$ cat config.mk
export PLATFORM = sky130hd
export DESIGN_NAME = programmable_clock_divider
export DESIGN_NICKNAME = d
export VERILOG_FILES = /design/src/rtl/programmable_clock_divider.sv
export SDC_FILE = /design/constraint.sdc
export NUM_CORES = 1
export LEC_CHECK = 0
export ABC_AREA = 1
export BUFFER_PORTS_ARGS = -buffer_cell sky130_fd_sc_hd__buf_4
export CORE_MARGIN = 3
export CORE_UTILIZATION = 55
export DETAILED_ROUTE_END_ITERATION = 12
export HOLD_SLACK_MARGIN = 0.08
export PLACE_DENSITY = 0.77
export SLEW_MARGIN = 10
export SYNTH_ARGS = -nofsm -noshare
export SYNTH_HDL_FRONTEND = slang
export SYNTH_SLANG_ARGS = --single-unit
$ cat constraint.sdc
create_clock -name clk_in -period 4 [get_ports clk_in]
set_input_delay 0.8 -clock clk_in [delete_from_list [all_inputs] [get_ports clk_in]]
set_output_delay 0.8 -clock clk_in [all_outputs]
set_load 0.01 [all_outputs]
$ cat src/rtl/programmable_clock_divider.sv
// Multi-channel runtime-programmable clock divider: per-channel period/high time,
// shadowed config applied at period boundaries so reconfiguration never produces runt pulses.

module programmable_clock_divider_ch #(
    parameter int CNT_WIDTH      = 16,
    parameter int DEFAULT_PERIOD = 6,
    parameter int DEFAULT_HIGH   = 3
) (
    input  logic                 clk_in,
    input  logic                 rst,
    input  logic                 en,
    input  logic                 wr,
    input  logic [CNT_WIDTH-1:0] wr_period,
    input  logic [CNT_WIDTH-1:0] wr_high,
    output logic                 clk_out,
    output logic                 tick
);
    logic [CNT_WIDTH-1:0] act_p_q, act_p_d, act_h_q, act_h_d;
    logic [CNT_WIDTH-1:0] shd_p_q, shd_h_q, cnt_q, cnt_d;
    logic                 pend_q, run_q, clk_out_q, tick_q;
    logic                 start, boundary, apply;

    // The first enabled cycle after idle is also a period start, so a shadow
    // written in the last idle cycle is picked up there rather than a period late.
    always_comb begin
        start    = en && !run_q;
        boundary = en && run_q && (cnt_q == act_p_q - CNT_WIDTH'(1));
        apply    = pend_q && (!en || boundary || start);
        act_p_d  = apply ? shd_p_q : act_p_q;
        act_h_d  = apply ? shd_h_q : act_h_q;
        cnt_d    = '0;
        if (en && run_q && !boundary)
            cnt_d = cnt_q + CNT_WIDTH'(1);
    end

    always_ff @(posedge clk_in) begin
        if (rst) begin
            act_p_q   <= CNT_WIDTH'(DEFAULT_PERIOD);
            act_h_q   <= CNT_WIDTH'(DEFAULT_HIGH);
            shd_p_q   <= '0;
            shd_h_q   <= '0;
            pend_q    <= 1'b0;
            cnt_q     <= '0;
            run_q     <= 1'b0;
            clk_out_q <= 1'b0;
            tick_q    <= 1'b0;
        end else begin
            act_p_q   <= act_p_d;
            act_h_q   <= act_h_d;
            cnt_q     <= cnt_d;
            run_q     <= en;
            clk_out_q <= en && (cnt_d < act_h_d);
            tick_q    <= en && (cnt_d == '0);
            // A write landing in an apply cycle stays pending for the next boundary.
            if (wr) begin
                shd_p_q <= wr_period;
                shd_h_q <= wr_high;
                pend_q  <= 1'b1;
            end else if (apply) begin
                pend_q  <= 1'b0;
            end
        end
    end

    assign clk_out = clk_out_q;
    assign tick    = tick_q;
endmodule

module programmable_clock_divider #(
    parameter int NUM_CH         = 4,
    parameter int CNT_WIDTH      = 16,
    parameter int DEFAULT_PERIOD = 6,
    parameter int DEFAULT_HIGH   = 3,
    localparam int CH_W          = (NUM_CH > 1) ? $clog2(NUM_CH) : 1
) (
    input  logic                 clk_in,
    input  logic                 rst,
    input  logic [NUM_CH-1:0]    en,
    input  logic                 cfg_valid,
    output logic                 cfg_ready,
    input  logic [CH_W-1:0]      cfg_ch,
    input  logic [CNT_WIDTH-1:0] cfg_period,
    input  logic [CNT_WIDTH-1:0] cfg_high,
    output logic                 cfg_err,
    output logic [NUM_CH-1:0]    clk_out,
    output logic [NUM_CH-1:0]    tick
);
    logic              cfg_ready_q, cfg_err_q;
    logic              accept, bad, cfg_ok;
    logic [NUM_CH-1:0] wr;

    assign accept = cfg_valid && cfg_ready_q;
    assign bad    = (cfg_period < CNT_WIDTH'(2)) ||
                    ({{(32-CH_W){1'b0}}, cfg_ch} >= 32'(NUM_CH));
    assign cfg_ok = accept && !bad;

    always_ff @(posedge clk_in) begin
        if (rst) begin
            cfg_ready_q <= 1'b0;
            cfg_err_q   <= 1'b0;
        end else begin
            cfg_ready_q <= 1'b1;
            cfg_err_q   <= accept && bad;
        end
    end

    for (genvar i = 0; i < NUM_CH; i++) begin : g_ch
        assign wr[i] = cfg_ok && (cfg_ch == CH_W'(i));
        programmable_clock_divider_ch #(
            .CNT_WIDTH     (CNT_WIDTH),
            .DEFAULT_PERIOD(DEFAULT_PERIOD),
            .DEFAULT_HIGH  (DEFAULT_HIGH)
        ) u_ch (
            .clk_in   (clk_in),
            .rst      (rst),
            .en       (en[i]),
            .wr       (wr[i]),
            .wr_period(cfg_period),
            .wr_high  (cfg_high),
            .clk_out  (clk_out[i]),
            .tick     (tick[i])
        );
    end

    assign cfg_ready = cfg_ready_q;
    assign cfg_err   = cfg_err_q;
endmodule

# --- Word-level counts from Yosys, hierarchy flattened ---
# Cells that the tools add are included.
classes:
  addsub: 8
  magnitude_cmp: 5
  n_eq_ne: 7
  muxes: 17
  reduce_logical: 65
op_table:
  columns: ["op", "count"]
  rows:
  - ["2-to-1 mux 16 bit", 8]
  - ["adder 16 x 1 -> 16 bit (second input constant)", 4]
  - ["equality test 16 bit", 4]
  - ["zero test 16 bit", 4]
  - ["< comparator 16 bit", 4]
  - ["subtractor 16 x 1 -> 16 bit (second input constant)", 4]
  - ["logical AND 1 bit", 35]
  - ["< comparator 16 x 2 -> 1 bit (second input constant)", 1]
  - ["zero test 1 bit", 13]
  - ["2-to-1 mux 1 bit", 9]
  - ["logical OR 1 bit", 8]
  - ["nonzero test 2 bit", 4]
  - ["equality test 2 bit (second input constant)", 2]
  - ["equality test 2 x 1 -> 1 bit (second input constant)", 1]
  - ["zero test 2 bit", 1]
totals:
  regBits: 338

# --- Depth between registers and ports, before layout ---
logic_depth:
  word_depth: 9
  mapped_depth: 26
  mapped_depth_nobuf: 25

# --- Hierarchy ---
# A second synthesis with hierarchy kept.
unflattened:
  hier_cells: 2288
  area_unflattened_um2: 16712.3
modules_own_cells:
  columns: ["mod", "instances", "cells_per_inst", "area_per_inst_um2", "seq_area_each_um2"]
  rows:
  - ["programmable_clock_divider_ch at g_ch[1].u_ch ...", 3, 564, 4150.2, 1681.6]
  - ["programmable_clock_divider_ch at g_ch[0].u_ch", 1, 563, 4102.7, 1681.6]
  - ["programmable_clock_divider", 1, 33, 158.9, 40.0]

# --- Worst setup path after synthesis ---
# Ideal clock, no wire load.
synth_timing:
  path_kind: "register -> register"
  startpoint: "reg g_ch[3].u_ch.act_p_q[0]"
  endpoint: "reg g_ch[3].u_ch.clk_out_q"
  setup_ps: 70
  arrival_ps: 2976
  setup_slack_ps: 954
  path_stages_with_launch: 19
  path_buffers: 1
  path_cell_list: "dfxtp_1 inv_1 ha_1 nand2_2 nor2_2 nand2_1 xor2_1 nor2_1 nand2_1 o21ai_4 nand2_4 inv_2 buf_4 nand2_1 o21ai_0 ha_1 a2111oi_0 o221ai_1 a21oi_1"
synth_between:
  elab_chain_len: 9
  elab_cells_between_ends: 12
  cone_classes: "add/sub: 1; order compare: 1; eq/ne: 1; mux: 2; reduce/logical: 7"
synth_lines:
  columns: ["item", "line_no", "text"]
  rows:
  - ["start, declared", "18", "logic [CNT_WIDTH-1:0] act_p_q, act_p_d, act_h_q, act_h_d;"]
  - ["start signal, assigned", "38", "act_p_q <= CNT_WIDTH'(DEFAULT_PERIOD);"]
  - ["start signal, assigned", "48", "act_p_q <= act_p_d;"]
  - ["subtractor 16 x 1 -> 16 bit *", "27", "boundary = en && run_q && (cnt_q == act_p_q - CNT_WIDTH'(1));"]
  - ["equality test 16 bit *", "27", null]
  - ["logical AND 1 bit *", "27", null]
  - ["logical OR 1 bit (2 in series)", "28", "apply = pend_q && (!en || boundary || start);"]
  - ["logical AND 1 bit", "28", null]
  - ["2-to-1 mux 16 bit", "30", "act_h_d = apply ? shd_h_q : act_h_q;"]
  - ["< comparator 16 bit *", "52", "clk_out_q <= en && (cnt_d < act_h_d);"]
  - ["logical AND 1 bit *", "52", null]
  - ["end signal, assigned", "52", null]
  - ["end, declared", "20", "logic pend_q, run_q, clk_out_q, tick_q;"]
# Mark *: on every way between the ends. The rest lies on a longest branch, timed or not.
# A chain may end at the register's enable or synchronous reset.

# --- Worst setup path in the final report ---
layout_timing:
  startpoint: "reg g_ch[2].u_ch.act_p_q[0]"
  endpoint: "reg g_ch[2].u_ch.clk_out_q"
layout_between:
  elab_chain_len: 9
  elab_cells_between_ends: 12
  cone_classes: "add/sub: 1; order compare: 1; eq/ne: 1; mux: 2; reduce/logical: 7"
layout_lines:
  columns: ["item", "line_no"]
  rows:
  - ["start, declared", "18"]
  - ["start signal, assigned", "38"]
  - ["start signal, assigned", "48"]
  - ["subtractor 16 x 1 -> 16 bit *", "27"]
  - ["equality test 16 bit *", "27"]
  - ["logical AND 1 bit *", "27"]
  - ["logical OR 1 bit (2 in series)", "28"]
  - ["logical AND 1 bit", "28"]
  - ["2-to-1 mux 16 bit", "30"]
  - ["< comparator 16 bit *", "52"]
  - ["logical AND 1 bit *", "52"]
  - ["end signal, assigned", "52"]
  - ["end, declared", "20"]
# Marks and branches as above.

==> results_dict.tcl <==
set metrics [dict create \
    synth_cell_types 47 \
    syn_area_um2 16600 \
    final_hold_viol_count 0 \
    mostFrequentLayoutCell "nand2_1" \
    power-per-cell-area_nw_per_um2 390 \
    final_cell_mix "nand2_1, dfxtp_1, nor2_1" \
    postSynth.asyncResetShare 0 \
    hpwl_um 29300 \
    vias 14862 \
    drt-initial-drc-count 1101 \
    drc 0 \
    synth-main-ff-cell "dfxtp_1" \
    fin_skew_ns 0.0185 \
    grt_pass1_vias 13966 \
    ant_nets 0 \
    critPathRequiredTime_ns 4.44 \
    hold_class "flop to flop" \
    synth_cells 2348 \
    maxCapViolCount 0 \
    crit_chain "inv_1 -> ha_1 -> nand3_1 -> nor2_2 -> nand2_1 -> nand2_1 -> nand2_1 -> nor2_1 -> nand2_1 -> nor2_1 -> nand2_1 -> nand2_2 -> nand2_1 -> inv_4 -> nand2_1 -> o21ai_1 -> ha_1 -> a2111oi_0 -> o221ai_1 -> a21oi_1" \
    grt_max_degree 169 \
    setup_viol 0 \
    critPathKind "flop to flop" \
    p_seq_frac 0.488 \
    die_w_um 180 \
    power.total_mw 7.14 \
    layout-area-overhead-vs-synth_pct 10.1 \
    clock-root-buffer "clkbuf_16" \
    power_leakage_nw 8.01 \
    core.rowCount 63 \
    crit_slowest_cell "a2111oi_0" \
    fp.dieH_um 180 \
    post_drt_wl_per_cell_um 15.0 \
    start_util 0.560 \
    post_cts_buffers 0 \
    status "complete, no violations" \
    grt_use_met1 0.331 \
    finalCriticalPeriod_ns 3.59 \
    numCtsBuffers 36 \
    design.core.area_um2 29700 \
    tightest_slew_ns 0.834 \
    clk_pin_slew_ns 0.06 \
    gp_congestion 0.893 \
    clock-sinks 338 \
    track_usage 0.247 \
    pwr-share-comb 0.071 \
    ios 51 \
    p_int_mw 5.46 \
    yosys_warnings 0 \
    ir_worst_vdd_uv 392 \
    fin_cells 2763 \
    port_buffers 50 \
    synth_edf_count 0 \
    grt_pass1_wl_um 67400 \
    crit_arrival_ns 4.03 \
    use_met2 0.418 \
    p_sw_mw 1.68 \
    antenna_found_initial 0 \
    swShare 0.235 \
    grt_busiest_layer "met2" \
    dp_cells 2703 \
    ys_seq_area_frac 0.407 \
    post_drt_via_cell_ratio 5.38 \
    slew_viol_final 0 \
    dr.pass1.iters 6 \
    min_period_over_period 0.897 \
    rsz0062_at_grt "false" \
    slew_headroom 0.444 \
    nets 2460 \
    crit_family "simple AND/OR/NAND/NOR gates" \
    insertion_delay_ns 0.51 \
    start_kind "flop" \
    synth_seq_cells 338 \
    fin_tns_setup_ns 0 \
    avgSynthCellArea_um2 7.09 \
    htreeDepth 2 \
    grt-ovfl-total 0 \
    endpoint_kind "flop" \
    grt_use_met3 0.0326 \
    tritoncts "yes" \
    syn_nets 2457 \
    die-area_um2 32400 \
    drive_gt1_frac 0.0759 \
    routed_wl_um 41300 \
    fmax_ghz 0.279 \
    pre_cts_ws_ns 0.360 \
    crit_buf_inv 2 \
    crit_fanout 34 \
    fin_ws_ns 0.412 \
    clkPwrFrac 0.441 \
    cpMostUsedCell "nand2_1" \
    cts_buffer_depth 3 \
    slowest_delay_ns 0.44 \
]
## metrics by stage
step	cell area [um2]	hold slack, ns	utilization
5_1_grt	18300	0.468	0.617
3_3_place_gp	17200	0.434	0.579
2_1_floorplan	16600	0.420	-
6_report	18300	0.451	0.617
3_5_place_dp	17200	0.439	0.579
4_1_cts	18300	0.449	0.616
## worst min-delay path: cells and delay by family, from the launching register on
kind,cells,cell delay [ns]
AO/OA/AOI/OAI,1,0.05
flip-flops,1,0.31
buffers and inverters,1,0.05
## area by class of cell
class | count | area [um2]
diodes | 1 | 2.50
fillers | 2657 | 11400
clock buffers | 51 | 1030
inverters | 295 | 1120
clock inverters | 8 | 73.8
multi-input cells | 1610 | 8280
well taps | 390 | 488
flip-flops and latches | 338 | 6770
repair buffers | 70 | 576
## cells in the mapped netlist (5+ instances only)
master    number  share of area
nand2_1      447           0.10
dfxtp_1      338           0.41
nor2_1       300          0.068
inv_1        287          0.065
o21ai_0      209          0.063
a21oi_1      199          0.060
nand3_1      116          0.035
clkbuf_1      70          0.016
ha_1          68          0.051
nor3_1        43          0.013
xor2_1        39          0.021
xnor2_1       38          0.020
nand4_1       23         0.0086
nand3b_1      20         0.0090
buf_2         16         0.0048
o21ai_1       15         0.0045
nor4_1        13         0.0049
nor2_2        11         0.0041
buf_4         10         0.0045
o21ai_2       10         0.0053
inv_2          7         0.0016
nand2_2        7         0.0026
a211oi_1       6         0.0027
buf_6          6         0.0041
nor2_4         5         0.0034
## path summary, 6_finish.rpt
kind | start | to | slack [ns] | depth (start not counted)
worst max-delay path | g_ch[2].u_ch.act_p_q[0] | g_ch[2].u_ch.clk_out | 0.41 | 20
worst min-delay path | g_ch[3].u_ch.shd_p_q[4] | g_ch[3].u_ch.shd_p_q[4] | 0.45 | 2
worst max register to register | g_ch[2].u_ch.act_p_q[0] | g_ch[2].u_ch.clk_out | 0.41 | 20
worst min register to register | g_ch[3].u_ch.shd_p_q[4] | g_ch[3].u_ch.shd_p_q[4] | 0.45 | 2
## power groups by stage
| stage | sequential, mW | combinational (mW) | clock (mW) |
|---|---|---|---|
| 2_1_floorplan | 3.55 | 0.339 | 0 |
| 3_3_place_gp | 3.56 | 0.482 | 0 |
| 3_5_place_dp | 3.56 | 0.495 | 0 |
| 4_1_cts | 3.48 | 0.500 | 3.20 |
| 5_1_grt | 3.49 | 0.565 | 3.32 |
| 6_report | 3.49 | 0.504 | 3.15 |
## sequential cells by signal (all words and copies together), names as in the netlist
register / flops
g_ch.u_ch.act_h_q: 64
g_ch.u_ch.act_p_q: 64
g_ch.u_ch.cnt_q: 64
g_ch.u_ch.shd_h_q: 64
g_ch.u_ch.shd_p_q: 64
g_ch.u_ch.clk_out: 4
g_ch.u_ch.pend_q: 4
g_ch.u_ch.run_q: 4
g_ch.u_ch.tick: 4
cfg_err: 1
cfg_ready: 1
## routing by layer
metal / part of all wire / up-vias
met5: 0 / -
met4: 0.028 / 0
met3: 0.061 / 94
met2: 0.46 / 429
met1: 0.45 / 6786
li1: - / 7553
## kinds of logic after synthesis
kind of cell,share of synthesized area
and+or+nand+nor,0.261
AOI/OAI and AO/OA,0.144
buffers and inverters,0.0966
DFF,0.407
xor gates and xnor gates,0.0405
adders and majority gates,0.0511
## what timing repair did
action / CTS / global route
resized for setup: 0 / 4
hold buffers: 0 / 0
setup endpoints to repair: 0 / 2
endpoints found under the hold margin: 0 / 0
No activity file was read; power rests on OpenSTA's default activity.
